**config.mk**
```make
export PLATFORM = sky130hd
export DESIGN_NAME = reg_file_param
export DESIGN_NICKNAME = d
export VERILOG_FILES = /design/src/rtl/reg_file_param.sv
export SDC_FILE = /design/constraint.sdc
export NUM_CORES = 1
export LEC_CHECK = 0
export ABC_AREA = 0
export BUFFER_PORTS_ARGS = -buffer_cell sky130_fd_sc_hd__buf_2
export CAP_MARGIN = 30
export CORE_MARGIN = 3
export CORE_UTILIZATION = 34
export CTS_CLUSTER_SIZE = 10
export DETAILED_ROUTE_END_ITERATION = 16
export GPL_TIMING_DRIVEN = 0
export PLACE_DENSITY_LB_ADDON = 0.2
export REMOVE_ABC_BUFFERS = 1
export SYNTH_ARGS = -nofsm -noshare
export SYNTH_HDL_FRONTEND = slang
export SYNTH_SLANG_ARGS = --single-unit
```
**constraint.sdc**
```tcl
create_clock -name clk -period 1.95 [get_ports clk]
set_input_delay 0.0975 -clock clk [delete_from_list [all_inputs] [get_ports clk]]
set_output_delay 0.0975 -clock clk [all_outputs]
set_load 0.1 [all_outputs]
```
**src/rtl/reg_file_param.sv**
```systemverilog
// Parameterised register file: two combinational read ports, one write port,
// a per-register pending (scoreboard) bit with reserve/complete, and a global clear.
module reg_file_param #(
  parameter int WIDTH   = 4,
  parameter int DEPTH   = 4,
  parameter bit BYPASS  = 1'b1,
  parameter bit ZERO_R0 = 1'b0,
  localparam int AW     = (DEPTH > 1) ? $clog2(DEPTH) : 1
) (
  input  logic             clk,
  input  logic             rst_n,
  input  logic [AW-1:0]    SEL_A,
  input  logic [AW-1:0]    SEL_B,
  input  logic             write_en,
  input  logic [AW-1:0]    SEL_W,
  input  logic [WIDTH-1:0] DATA_IN,
  input  logic             reserve_en,
  input  logic [AW-1:0]    SEL_R,
  input  logic             clear_en,
  output logic [WIDTH-1:0] OUT_A,
  output logic [WIDTH-1:0] OUT_B,
  output logic             PEND_A,
  output logic             PEND_B
);

  localparam logic [AW:0] DEPTH_C = (AW+1)'(DEPTH);

  logic [WIDTH-1:0] mem [DEPTH];
  logic [DEPTH-1:0] pend;
  logic             w_ok;
  logic             r_ok;
  logic             byp_live;
  logic [AW-1:0]    rd_sel  [2];
  logic [WIDTH-1:0] rd_data [2];
  logic [1:0]       rd_pend;

  // Address names a real, writable register (excludes hard-wired r0).
  function automatic logic addr_ok(input logic [AW-1:0] a);
    addr_ok = ({1'b0, a} < DEPTH_C) && !(ZERO_R0 && (a == '0));
  endfunction

  assign w_ok = write_en && addr_ok(SEL_W);
  assign r_ok = reserve_en && addr_ok(SEL_R);

  always_ff @(posedge clk or negedge rst_n) begin
    if (!rst_n) begin
      for (int i = 0; i < DEPTH; i++) mem[i] <= '0;
      pend <= '0;
    end else if (clear_en) begin
      for (int i = 0; i < DEPTH; i++) mem[i] <= '0;
      pend <= '0;
    end else begin
      if (w_ok) begin
        mem[SEL_W]  <= DATA_IN;
        pend[SEL_W] <= 1'b0;
      end
      // Later assignment: a same-cycle reserve leaves the pending bit set.
      if (r_ok) pend[SEL_R] <= 1'b1;
    end
  end

  // Forwarding deliberately ignores clear_en/reserve_en so neither reaches the
  // outputs combinationally; rst_n gates it so reset reads all-zero.
  assign byp_live  = BYPASS && rst_n && w_ok;
  assign rd_sel[0] = SEL_A;
  assign rd_sel[1] = SEL_B;

  always_comb begin
    for (int p = 0; p < 2; p++) begin
      rd_data[p] = '0;
      rd_pend[p] = 1'b0;
      if (addr_ok(rd_sel[p])) begin
        if (byp_live && (SEL_W == rd_sel[p])) begin
          rd_data[p] = DATA_IN;
        end else begin
          rd_data[p] = mem[rd_sel[p]];
          rd_pend[p] = pend[rd_sel[p]];
        end
      end
    end
  end

  assign OUT_A  = rd_data[0];
  assign OUT_B  = rd_data[1];
  assign PEND_A = rd_pend[0];
  assign PEND_B = rd_pend[1];

endmodule
```
* Word-level counts from Yosys, hierarchy flattened *
Index checks and enable logic that the tools add are counted.

operators by class
  $lt $le $gt $ge = 10
  equality and inequality tests = 2
  multiplexer cells = 27
  bitwise logic cells = 6
  reduce and logical (&&, ||, !) cells = 7

operators by type and width
  cell                  number
  $mux W4               11
  $mux W16              2
  $bmux W4 S2           2
  $bwmux W16            1
  $lt A2 B3 Y1 const B  4
  $ge A3 B3 Y1 const B  3
  $not A2 Y3            3
  $demux W4 S2          1
  $logic_and A1 B1 Y1   6
  $mux W1               6
  $and A4 B4 Y4         1
  $bmux W1 S2           2
  $demux W1 S2          2
  $eq A2 B2 Y1          2
  $ge A2 B1 Y1 const B  2
  $not A4 Y4            1
  $or A4 B4 Y4          1
  $lt A3 B1 Y1 const B  1
  $reduce_bool A2 Y1    1

storage, ports and cells
  register bits after elaboration = 20
  input port bits = 17

* Depth between registers and ports, before layout *
  depth after elaboration = 11
  depth in mapped cells = 4
  gate-level depth less buffers = 3

* Least setup slack after synthesis *
Ideal clock, no wire load.

  path kind = in2out
  start = in SEL_W[1]
  end = out PEND_B
  data arrival time = 1.915 ns
  data required time = 1.852 ns
  setup slack = -0.063 ns
  stages = 4
  path through = buf_2 xor2_1 nor3_4 nor2b_1

between the ends
  longest elaborated chain between the ends = 3

RTL lines
  element              RTL line  source
  start: declaration   15        input logic [AW-1:0] SEL_W,
  $eq A2 B2 Y1         73        if (byp_live && (SEL_W == rd_sel[p])) begin
  $logic_and A1 B1 Y1  73
  $mux W1              73
  end: declaration     23        output logic PEND_B

Every way passes these cells.

* Worst setup path in the final report *
  start = reg mem[3] (netlist bit)
  end = out OUT_A[3]

between the ends
  longest elaborated chain between the ends = 4

RTL lines
  element                                      RTL line  source
  start: declaration                           28        logic [WIDTH-1:0] mem [DEPTH];
  start signal: indexed assignment             54        mem[SEL_W] <= DATA_IN;
  $bmux W4 S2                                  76        rd_data[p] = mem[rd_sel[p]];
  $mux W4 (implied by the code) (2 in series)  76
  $mux W4                                      73
  end: declaration                             20        output logic [WIDTH-1:0] OUT_A,

Every way passes these cells. The select of a mux whose other input is x is not followed.

==> flow_summary.yaml <==
pwr:
  internal-power_uw: 689
  p_comb_share_pct: 26.0
  clkPwrFrac_pct: 30.9
  p_leak_uw: 0.000769
  switching_power_uw: 331
  power_density_mw_per_mm2: 681
  vdd_drop_max_mv: 0.211
  p_seq_share_pct: 43.1
  swShare_pct: 32.4
sta:
  drv_slew: 0
  max_slew_margin_pct: 67.5
  fmax_ghz: 0.560
  layout_min_cycle_time_ns: 1.79
  whs_ns: 0.109
  rsz0062_at_grt: "false"
  period_share_pct: 91.6
  max_slew.worst_pin.slew_ns: 0.491
  final_hold_viol_count: 0
  finalSetupViolations: 0
  fin_tns_setup_ns: 0
  fin_skew_ns: 0
route:
  drtPass1Iterations: 4
  drcViolationCount: 0
  vias: 923
  drt_iter0_markers: 61
  wirelength_um: 2800
  viasPerCell: 5.34
  wl_per_cell_um: 16.2
  ant_nets: 0
critical_path:
  worstSetupPathType: "reg -> out"
  crit_fanout: 3
  crit-reg2reg-capture: "pend[1]"
  required_ns: 1.85
  ff2ff_path_depth: 2
  r2r-start: "pend[1]"
  arrival_ns: 1.69
  startpoint_type: "register"
  reg2reg_slack_ns: 1.22
  timing.critical_path.to_type: "primary output"
cts:
  numCtsBuffers: 3
  cts_root_buffer: "clkbuf_8"
  cts_hold_buf: 1
  max-clock-path-buffers: 2
  clock_latency_ns: 0.26
  h-tree-depth: 1
  cts_setup_buffers: 0
  cts.clk_slew.worst_paths_ns: 0.07
  cts_sinks: 20
  cts_tree: "done"
  cts_resized: 0
synth:
  ys_warn_count: 0
  ys_seq_elements: 20
  synth-compound-area-share_pct: 2.15
  synth_cells: 102
  synth_mux_area_share_pct: 37.7
  synth_xor_area_share_pct: 2.73
  yosys.area_share.simple_pct: 13.8
  seq_area_frac_synth_pct: 39.1
  synth_area_mm2: 0.00128
  synth_top_family_by_area: "multiplexers"
  synthAdderAreaFrac_pct: 0
  ys_types: 21
  avgSynthCellArea_um2: 12.6
die:
  dieArea_mm2: 0.00454
  io_pins: 27
  core.rowCount: 21
  die_height_um: 67.4
  core_mm2: 0.00347
  start_util_pct: 36.9
  die_w_um: 67.4
place:
  hpwl_um: 1980
  port_buffers: 26
  place_congestion: 0.752
global_routing:
  grt_max_degree: 21
  grt-ovfl-total: 0
  antenna_found_initial: 0
  track_usage_pct: 13.7
  grt_first_pass_wirelength_um: 4460
  grt_pass1_vias: 903
final_layout:
  antenna-diode-count: 0
  drive_gt1_share_pct: 39.4
  seq_area_um2: 500
  areaGrowthSynthToFinish_pct: 16.9
  finalCoreUtilization_pct: 43.2
  num-nets-final: 145
  multi_input_area_um2: 722
  fill_cells: 345
run:
  cap_violations: 0
hold_path:
  hold_path_startpoint: "SEL_R[1]"
  hp-class: "in -> reg"
  min_path_cells: 3
  min_to: "pend[2]"
status:
  status: "completed"
[metrics by stage]
step	cells	setup slack, ns	total power [uW]	instance area (um^2)
2_1_floorplan	95	-0.0428	629	1230
3_3_place_gp	167	0.0135	705	1420
3_5_place_dp	167	-0.00363	709	1420
4_1_cts	172	0.147	1030	1480
5_1_grt	173	0.100	1070	1500
6_report	173	0.163	1020	1500
[cell families after synthesis]
group                  count (synthesis)
AO/OA/AOI/OAI                          4
XOR/XNOR                               4
buffers and inverters                  9
flip-flops                            20
multiplexers                          34
AND/OR/NAND/NOR                       31
[Yosys cell counts]
library cell	number	share of area, %
a21oi_1	2	0.78
a32oi_1	2	1.4
and2b_1	1	0.59
buf_2	2	0.78
buf_6	3	2.6
clkbuf_1	2	0.59
dfrtp_1	20	39
inv_1	2	0.59
mux2_2	8	7.0
mux2i_1	16	12
mux4_1	2	4.1
mux4_2	8	14
nand2_1	2	0.59
nand2b_1	1	0.49
nand3_1	3	1.2
nand3b_1	2	1.2
nor2_1	18	5.3
nor2b_1	1	0.49
nor3_4	2	2.5
nor3b_4	1	1.5
xor2_1	4	2.7
[registers in the layout, summed over array words and instances (netlist names)]
| name | flops |
|---|---|
| mem | 16 |
| pend | 4 |
[layout make-up]
| cell class | count | area share [%] |
|---|---|---|
| clock buffers | 4 | 3.68 |
| inverters | 2 | 0.501 |
| multi-input cells | 73 | 48.2 |
| flip-flops and latches | 20 | 33.4 |
| well taps | 46 | 3.84 |
| repair buffers | 28 | 10.4 |
[per-layer routing]
metal	global-route usage, %	up-vias	share of wire, %
li1	-	426	-
met1	17.1	460	41
met2	22.6	26	52
met3	1.50	11	3.6
met4	8.61	0	3.8
met5	0	-	0
[worst max-delay path by stage]
stage | slack (ns) | start | cells past startpoint | endpoint
floorplan | -0.04 | pend[1] | 2 | PEND_B
global placement | 0.01 | rst_n | 5 | OUT_B[3]
detailed placement | -0.004 | rst_n | 5 | OUT_B[3]
CTS | 0.15 | mem[3] | 3 | OUT_A[3]
global route | 0.10 | mem[3] | 3 | OUT_A[3]
finish | 0.16 | mem[3] | 3 | OUT_A[3]
[power by group through the flow]
| stage | combinational [uW] | sequential, uW | clock (uW) |
|---|---|---|---|
| after detailed placement | 261 | 448 | 0 |
| after CTS | 264 | 439 | 332 |
| after global placement | 258 | 447 | 0 |
| after global routing | 281 | 442 | 344 |
| after floorplan | 185 | 444 | 0 |
| final | 265 | 439 | 316 |
[placed cells by master (no fill, tap or decap)]
| cell | synthesis | routed |
|---|---|---|
| a21oi_1 | 2 | 2 |
| a32oi_1 | 2 | 2 |
| and2b_1 | 1 | 1 |
| buf_2 | 2 | 26 |
| buf_8 | 0 | 1 |
| clkbuf_8 | 0 | 4 |
| dfrtp_1 | 20 | 20 |
| dlygate4sd3_1 | 0 | 1 |
| inv_1 | 2 | 2 |
| mux2_2 | 8 | 8 |
| mux2i_1 | 16 | 16 |
| mux4_1 | 2 | 2 |
| mux4_2 | 8 | 8 |
| nand2_1 | 2 | 2 |
| nand2b_1 | 1 | 1 |
| nand3_1 | 3 | 3 |
| nand3b_1 | 2 | 2 |
| nor2_1 | 18 | 18 |
| nor2b_1 | 1 | 1 |
| nor3_4 | 2 | 2 |
| nor3b_4 | 1 | 1 |
| xor2_1 | 4 | 4 |
[worst max-delay path: stages (launching register included)]
cell     delay [ns]
dfrtp_1        0.39
mux4_2         0.46
mux2_2         0.28
buf_2          0.29
No activity file was read; power rests on OpenSTA's default activity.
